## src/rtl/button_cursor_ctrl.sv

```systemverilog
// button_cursor_ctrl: sync/debounce move+select buttons, own board cursor, hand selections to game core
//   clk, rst (async active-low) ; move_n, select_n raw active-low buttons ; en gates presses
//   sel_valid/sel_cell/sel_ready selection handshake ; cursor, cursor_onehot, move_pulse cursor view
module button_cursor_ctrl #(
  parameter int DEBOUNCE_CYCLES = 4,
  parameter int NUM_CELLS = 16,
  parameter int CW = 4
) (
  input  logic                 clk,
  input  logic                 rst,
  input  logic                 move_n,
  input  logic                 select_n,
  input  logic                 en,
  input  logic                 sel_ready,
  output logic                 sel_valid,
  output logic [CW-1:0]        sel_cell,
  output logic [CW-1:0]        cursor,
  output logic [NUM_CELLS-1:0] cursor_onehot,
  output logic                 move_pulse
);
  localparam int NW = $clog2(DEBOUNCE_CYCLES + 1);
  localparam logic [NW-1:0] CNT_LAST = NW'(DEBOUNCE_CYCLES - 1);
  localparam logic [CW-1:0] CUR_LAST = CW'(NUM_CELLS - 1);
  localparam logic [0:0] IDLE = 1'b0;
  localparam logic [0:0] PEND = 1'b1;
  // bit 0 = move, bit 1 = select
  logic [1:0] s1_q, s2_q, st_q, st_d, prev_q, press;
  logic [NW-1:0] cnt_q [2];
  logic [NW-1:0] cnt_d [2];
  logic [CW-1:0] cursor_q, cursor_d, sel_cell_q, sel_cell_d;
  logic [NUM_CELLS-1:0] onehot_q, onehot_d;
  logic [0:0] state_q, state_d;
  logic move_pulse_q, move_pulse_d;
  always_comb begin
    st_d = st_q;
    cnt_d = cnt_q;
    for (int i = 0; i < 2; i++) begin
      if (s2_q[i] == st_q[i]) cnt_d[i] = '0;
      else if (cnt_q[i] == CNT_LAST) begin
        st_d[i] = s2_q[i];
        cnt_d[i] = '0;
      end else cnt_d[i] = cnt_q[i] + 1'b1;
    end
    // press is the single cycle after the debounced level falls
    press = prev_q & ~st_q;
    move_pulse_d = press[0] && en;
    cursor_d = move_pulse_d ? ((cursor_q == CUR_LAST) ? '0 : cursor_q + 1'b1) : cursor_q;
    onehot_d = NUM_CELLS'(1) << cursor_d;
    state_d = (state_q == IDLE) ? ((press[1] && en) ? PEND : IDLE) : (sel_ready ? IDLE : PEND);
    // capture the pre-move cursor so a simultaneous move does not leak into the selection
    sel_cell_d = (state_q == IDLE && press[1] && en) ? cursor_q : sel_cell_q;
  end
  always_ff @(posedge clk or negedge rst) begin
    if (!rst) begin
      s1_q <= 2'b11;
      s2_q <= 2'b11;
      st_q <= 2'b11;
      prev_q <= 2'b11;
      cnt_q[0] <= '0;
      cnt_q[1] <= '0;
      cursor_q <= '0;
      onehot_q <= NUM_CELLS'(1);
      state_q <= IDLE;
      sel_cell_q <= '0;
      move_pulse_q <= 1'b0;
    end else begin
      s1_q <= {select_n, move_n};
      s2_q <= s1_q;
      st_q <= st_d;
      prev_q <= st_q;
      cnt_q <= cnt_d;
      cursor_q <= cursor_d;
      onehot_q <= onehot_d;
      state_q <= state_d;
      sel_cell_q <= sel_cell_d;
      move_pulse_q <= move_pulse_d;
    end
  end
  assign sel_valid = (state_q == PEND);
  assign sel_cell = sel_cell_q;
  assign cursor = cursor_q;
  assign cursor_onehot = onehot_q;
  assign move_pulse = move_pulse_q;
endmodule
```

## config.mk

```make
export PLATFORM = sky130hd
export DESIGN_NAME = button_cursor_ctrl
export DESIGN_NICKNAME = d
export VERILOG_FILES = /design/src/rtl/button_cursor_ctrl.sv
export SDC_FILE = /design/constraint.sdc
export NUM_CORES = 1
export LEC_CHECK = 0
export ABC_AREA = 1
export CORE_MARGIN = 5
export CORE_UTILIZATION = 30
export DETAILED_ROUTE_END_ITERATION = 6
export DONT_BUFFER_PORTS = 1
export REMOVE_ABC_BUFFERS = 1
export SLEW_MARGIN = 40
export SYNTH_ARGS = -nofsm -noshare
export SYNTH_HDL_FRONTEND = slang
export SYNTH_SLANG_ARGS = --single-unit
```

## constraint.sdc

```tcl
create_clock -name clk -period 2.2 [get_ports clk]
set_clock_uncertainty 0.15 [all_clocks]
set_input_delay 0.11 -clock clk [delete_from_list [all_inputs] [get_ports clk]]
set_output_delay 0.11 -clock clk [all_outputs]
set_load 0.02 [all_outputs]
```

* Word-level counts from Yosys, hierarchy flattened
Index checks and enable logic that the tools add are counted.
** Word-level totals
- Bits in registers :: 40
- Word-level logic and storage cells :: 41
- Output and inout bits :: 26
- Input port bits :: 6
** Operators by class
- Mux-type cells :: 9
- Eq/ne operators :: 5
- Bitwise logic cells :: 5
- Add/subtract/negate cells :: 3
- Reductions and logical operators :: 6
- Shift-type cells :: 1
** Operators with widths (count)
- $shl A1 B4 Y16 const A :: 1
- $mux W3 :: 4
- $mux W4 :: 2
- $add A3 B1 Y3 const B :: 2
- $eq A3 B2 Y1 const B :: 2
- $add A4 B1 Y4 const B :: 1
- $eq A4 B4 Y1 const B :: 1
- $logic_and A1 B1 Y1 :: 4
- $reduce_and A2 Y1 :: 2
- $mux W1 :: 3
- $not A1 Y1 :: 3
- $and A2 B2 Y2 :: 1
- $eq A1 B1 Y1 :: 2
- $not A2 Y2 :: 1

* Longest topological paths before layout
- Depth after elaboration :: 5
- Depth in mapped cells :: 8
- Depth with buffers taken out :: 8

* Least setup slack after synthesis
No wires, ideal clock.
- Path kind :: register -> register
- From :: reg cursor_q[1] (netlist: cursor[1])
- To :: reg onehot_q[10] (netlist: cursor_onehot[10])
- Buffers on the path :: 0
- Data required time :: 1.929 ns
- Data arrival time :: 1.256 ns
- Path slack :: 0.673 ns
- Clock period less this slack :: 1.527 ns
- Library setup time :: 0.121 ns
- Stages on the path, launching flop included :: 6
- Cells stage by stage :: dfrtp_1 ha_1 nand3_1 or2_1 nand3_2 nor2_1
** On the way
- Word-level cells in the longest chain between the ends :: 4
- Elaborated cells between the ends (all ways) :: 5
- Those cells by class :: add/sub: 1; eq/ne: 1; shift: 1; mux: 2
** RTL lines
- start, declared :: line 30 : logic [CW-1:0] cursor_q, cursor_d, sel_cell_q, sel_cell_d;
- start signal, assigned :: line 72 : cursor_q <= cursor_d;
- $add A4 B1 Y4 / $eq A4 B4 Y1 (equally long branches) :: line 47 : cursor_d = move_pulse_d ? ((cursor_q == CUR_LAST) ? '0 : cursor_q + 1'b1) : cursor_q;
- $mux W4 :: line 47
- $mux W4 (*) :: line 47
- $shl A1 B4 Y16 (*) :: line 48 : onehot_d = NUM_CELLS'(1) << cursor_d;
- named net onehot_d[10] :: line 31 : logic [NUM_CELLS-1:0] onehot_q, onehot_d;
- end signal, assigned :: line 73 : onehot_q <= onehot_d;
- end, declared :: line 31
Mark *: on every way through the listed nets, which the timed path passes. The rest lies on a longest branch.
A chain may end at the register's enable or synchronous reset.

* Worst setup path in the final report
- From :: reg cursor_q[0] (netlist: cursor[0])
- To :: reg onehot_q[11] (netlist: cursor_onehot[11])
Same word-level chain as after synthesis.

==> results.md <==
* Largest net degree at the start of global routing at 41
* Most used DFF post-synth: dfrtp_1
* Count leader, synth: dfrtp_1
* Place WS at 0.510 ns
* Met2 Resource Use GR at 0.153
* Via density per instance at 4.34
* Gr ovfl total at 0
* Pwr/cell area at 1430 mW/mm^2
* Antenna violations before repair at 0
* Post-DP HPWL at 2.06 mm
* Vias at 941
* Cts bufs inserted at 5
* Max-cap violation count at 0
* Share of layout cells above drive strength 1 at 0.207
* CTS tree: built
* DR pass1 iterations at 4
* Slew @ Worst Pin at ~0.34 ns
* Initial DRC count at 17
* Final setup viols at 0
* Static leakage at ~0.83 nW
* Yosys warnings at 0
* Final worst path period share at 0.773
* Fmax at a little under 0.6 GHz
* Cell count after synthesis at 136
* Routed Antenna Nets at 0
* Nets at 158
* WP data required at 2.22 ns
* Starting density of the core at 0.313
* Top post-synthesis cells by area: dfrtp_1 52%, dfstp_2 16%, nand2_1 5.8%, nor2_1 5.5%, nand3_1 4.0%
* Peak VDD IR at around 570 uV
* Power consumption at 2.53 mW
* Hold Path Class: in2reg
* Critical Setup Path Class: reg2reg
* Die area at roughly 0.0065 sq mm
* Clock Pin Slew Worst Setup and Hold Paths at 0.08 ns
* Area Overhead vs Synth at 17.7%
* CTS resizes at 0
* Total GRT Usage at 0.100
* First-pass GRT wire length at 4.94 mm
* Post-CTS Setup Repair Bufs at 0
* Commonest cells post-synth: 31 x dfrtp_1, 23 x nand2_1, 22 x nor2_1
* Critical Path Source Type: register
* Number of synthesized flops with an enable pin at 0
* Vias in the first global route at a little over 1,000
* Fraction of registers with async set/reset at 1.00
* Met3 GRT Util at 0.0605
* H-tree levels at 2
* Crit path DAT at between 1.5 and 2 ns
* Status: finished clean
* Worst skew pair latency at 0.28 ns
* Post-synth cell types at 20
* Flops & latches, synth at 40
* RD Place Congestion at 0.767
* Final Hold Viols at 0
* Core ar. at 0.00479 sq mm
* Die H at 80.7 um
* Slew Viols, Final at 0
* Max stage delay on crit path at 0.52 ns
* Filler instances at 472
* Global route hottest layer: met2
* Relative slew margins at 0.772
* Final setup TNS at 0 ns
* Worst path slowest cell: dfrtp_1
* Post-route setup slack at 0.498 ns
* Rows at 25
* Min Clock Period, post-route at 1.70 ns
* Clk buf depth at 2
* Seq/Total Area, Yosys at 0.676
* Die Wd at 80.7 um
* N_diodes at 0
* Hold Buf Count CTS at 6
* Synth Area per Inst at 11.0 sq um
* RSZ-0062 raised after global routing: no
* Post-synth top area cell: dfrtp_1
* # port buffers at 0
* IO Count at 32
* Met1 usage at 0.113
* Cell-by-cell trace of the critical path: ha_1 > nand3_1 > or2_1 > nand3_2 > nor2_1
* DRC at 0
* WL per Instance at 13.0 um
* Clock Sinks at 40
* Post-Route WL at 2.81 mm
* Fin util at 0.368
* Clock root buffer: clkbuf_8
* Max FO, Critical Path at 8
* Yosys top cell area share at 0.518
* Post-Syn Area at around 0.0015 sq mm
* Worst Setup End Kind: register
-- path summary, 6_finish.rpt --
check | startpoint | to | slack, ns | cells past startpoint
max | cursor[0] | cursor_onehot[11] | 0.50 | 5
min | en | sel_cell[1] | 0.05 | 2
max reg2reg | cursor[0] | cursor_onehot[11] | 0.50 | 5
min reg2reg | s1_q[1] | s2_q[1] | 0.21 | 0
max in group asynchronous | rst | st_q[0] | 1.51 | 2
min in group asynchronous | rst | cursor_onehot[7] | 0.12 | 2
-- where the power goes --
group,leakage [nW],internal (mW),switching (mW)
Combinational,0.274,0.214,0.413
Sequential,0.504,0.979,0.346
Clock,0.0541,0.335,0.240
Total,0.832,1.53,0.999
-- cell families after synthesis --
group,count (synthesis),synth area share
flip-flops,40,0.676
AND/OR/NAND/NOR,70,0.217
XOR/XNOR,2,0.0117
buffers and inverters,11,0.0276
AO/OA/AOI/OAI,9,0.0351
multiplexers,1,0.00752
adder cells (fa/ha/maj),3,0.0251
-- flip-flops by register name (all words and copies together) (netlist names) --
name / cells
cursor: 4
st_q: 2
prev_q: 2
sel_valid: 1
sel_cell: 4
cnt_q: 6
cursor_onehot: 16
s1_q: 2
s2_q: 2
move_pulse: 1
-- critical path, delay by kind of cell (launching register included) --
family                   cells  cell delay [ns]
adder cells (fa/ha/maj)      1             0.25
flip-flops                   1             0.52
AND/OR/NAND/NOR              4             0.66
-- placed cells by master (no fill, tap or decap) --
cell / n
nor2_1: 22
mux2_2: 1
or2_1: 1
buf_12: 1
inv_2: 2
clkinv_2: 1
inv_1: 9
dfrtp_1: 31
o21ai_2: 2
nor3b_1: 1
dlygate4sd3_1: 5
ha_1: 3
nand3_1: 12
nor2_2: 1
bufinv_16: 1
nand2_1: 23
nor2_4: 2
clkbuf_8: 5
xnor2_1: 2
o21ai_1: 1
dfstp_2: 9
o21ai_0: 6
nand2_2: 3
nor3_1: 3
nand3_2: 2
clkinvlp_4: 1
-- final cells by class --
type / count / area (sq um) / area share
Sequential cell: 40 / 1010 / 0.574
Multi-Input combinational cell: 85 / 444 / 0.252
Clock buffer: 5 / 68.8 / 0.0390
Tap cell: 67 / 83.8 / 0.0476
Timing Repair Buffer: 6 / 70.1 / 0.0397
Clock inverter: 3 / 42.5 / 0.0241
Inverter: 11 / 41.3 / 0.0234
-- metrics by stage --
stage	instances	cell area, sq um	hold WS [ns]
2_1_floorplan	136	1500	-0.336
3_3_place_gp	203	1580	-0.334
3_5_place_dp	203	1580	-0.335
4_1_cts	217	1760	0.0537
5_1_grt	217	1760	0.109
6_report	217	1760	0.0501
-- per-layer routing --
metal  up-vias  share of wire  wire length, um
met1       448           0.40             1130
met5         -              0                0
li1        460              -                -
met2        27           0.48             1350
met3         6           0.10              288
met4         0          0.018               51
Power figures use the tool's default switching activity.
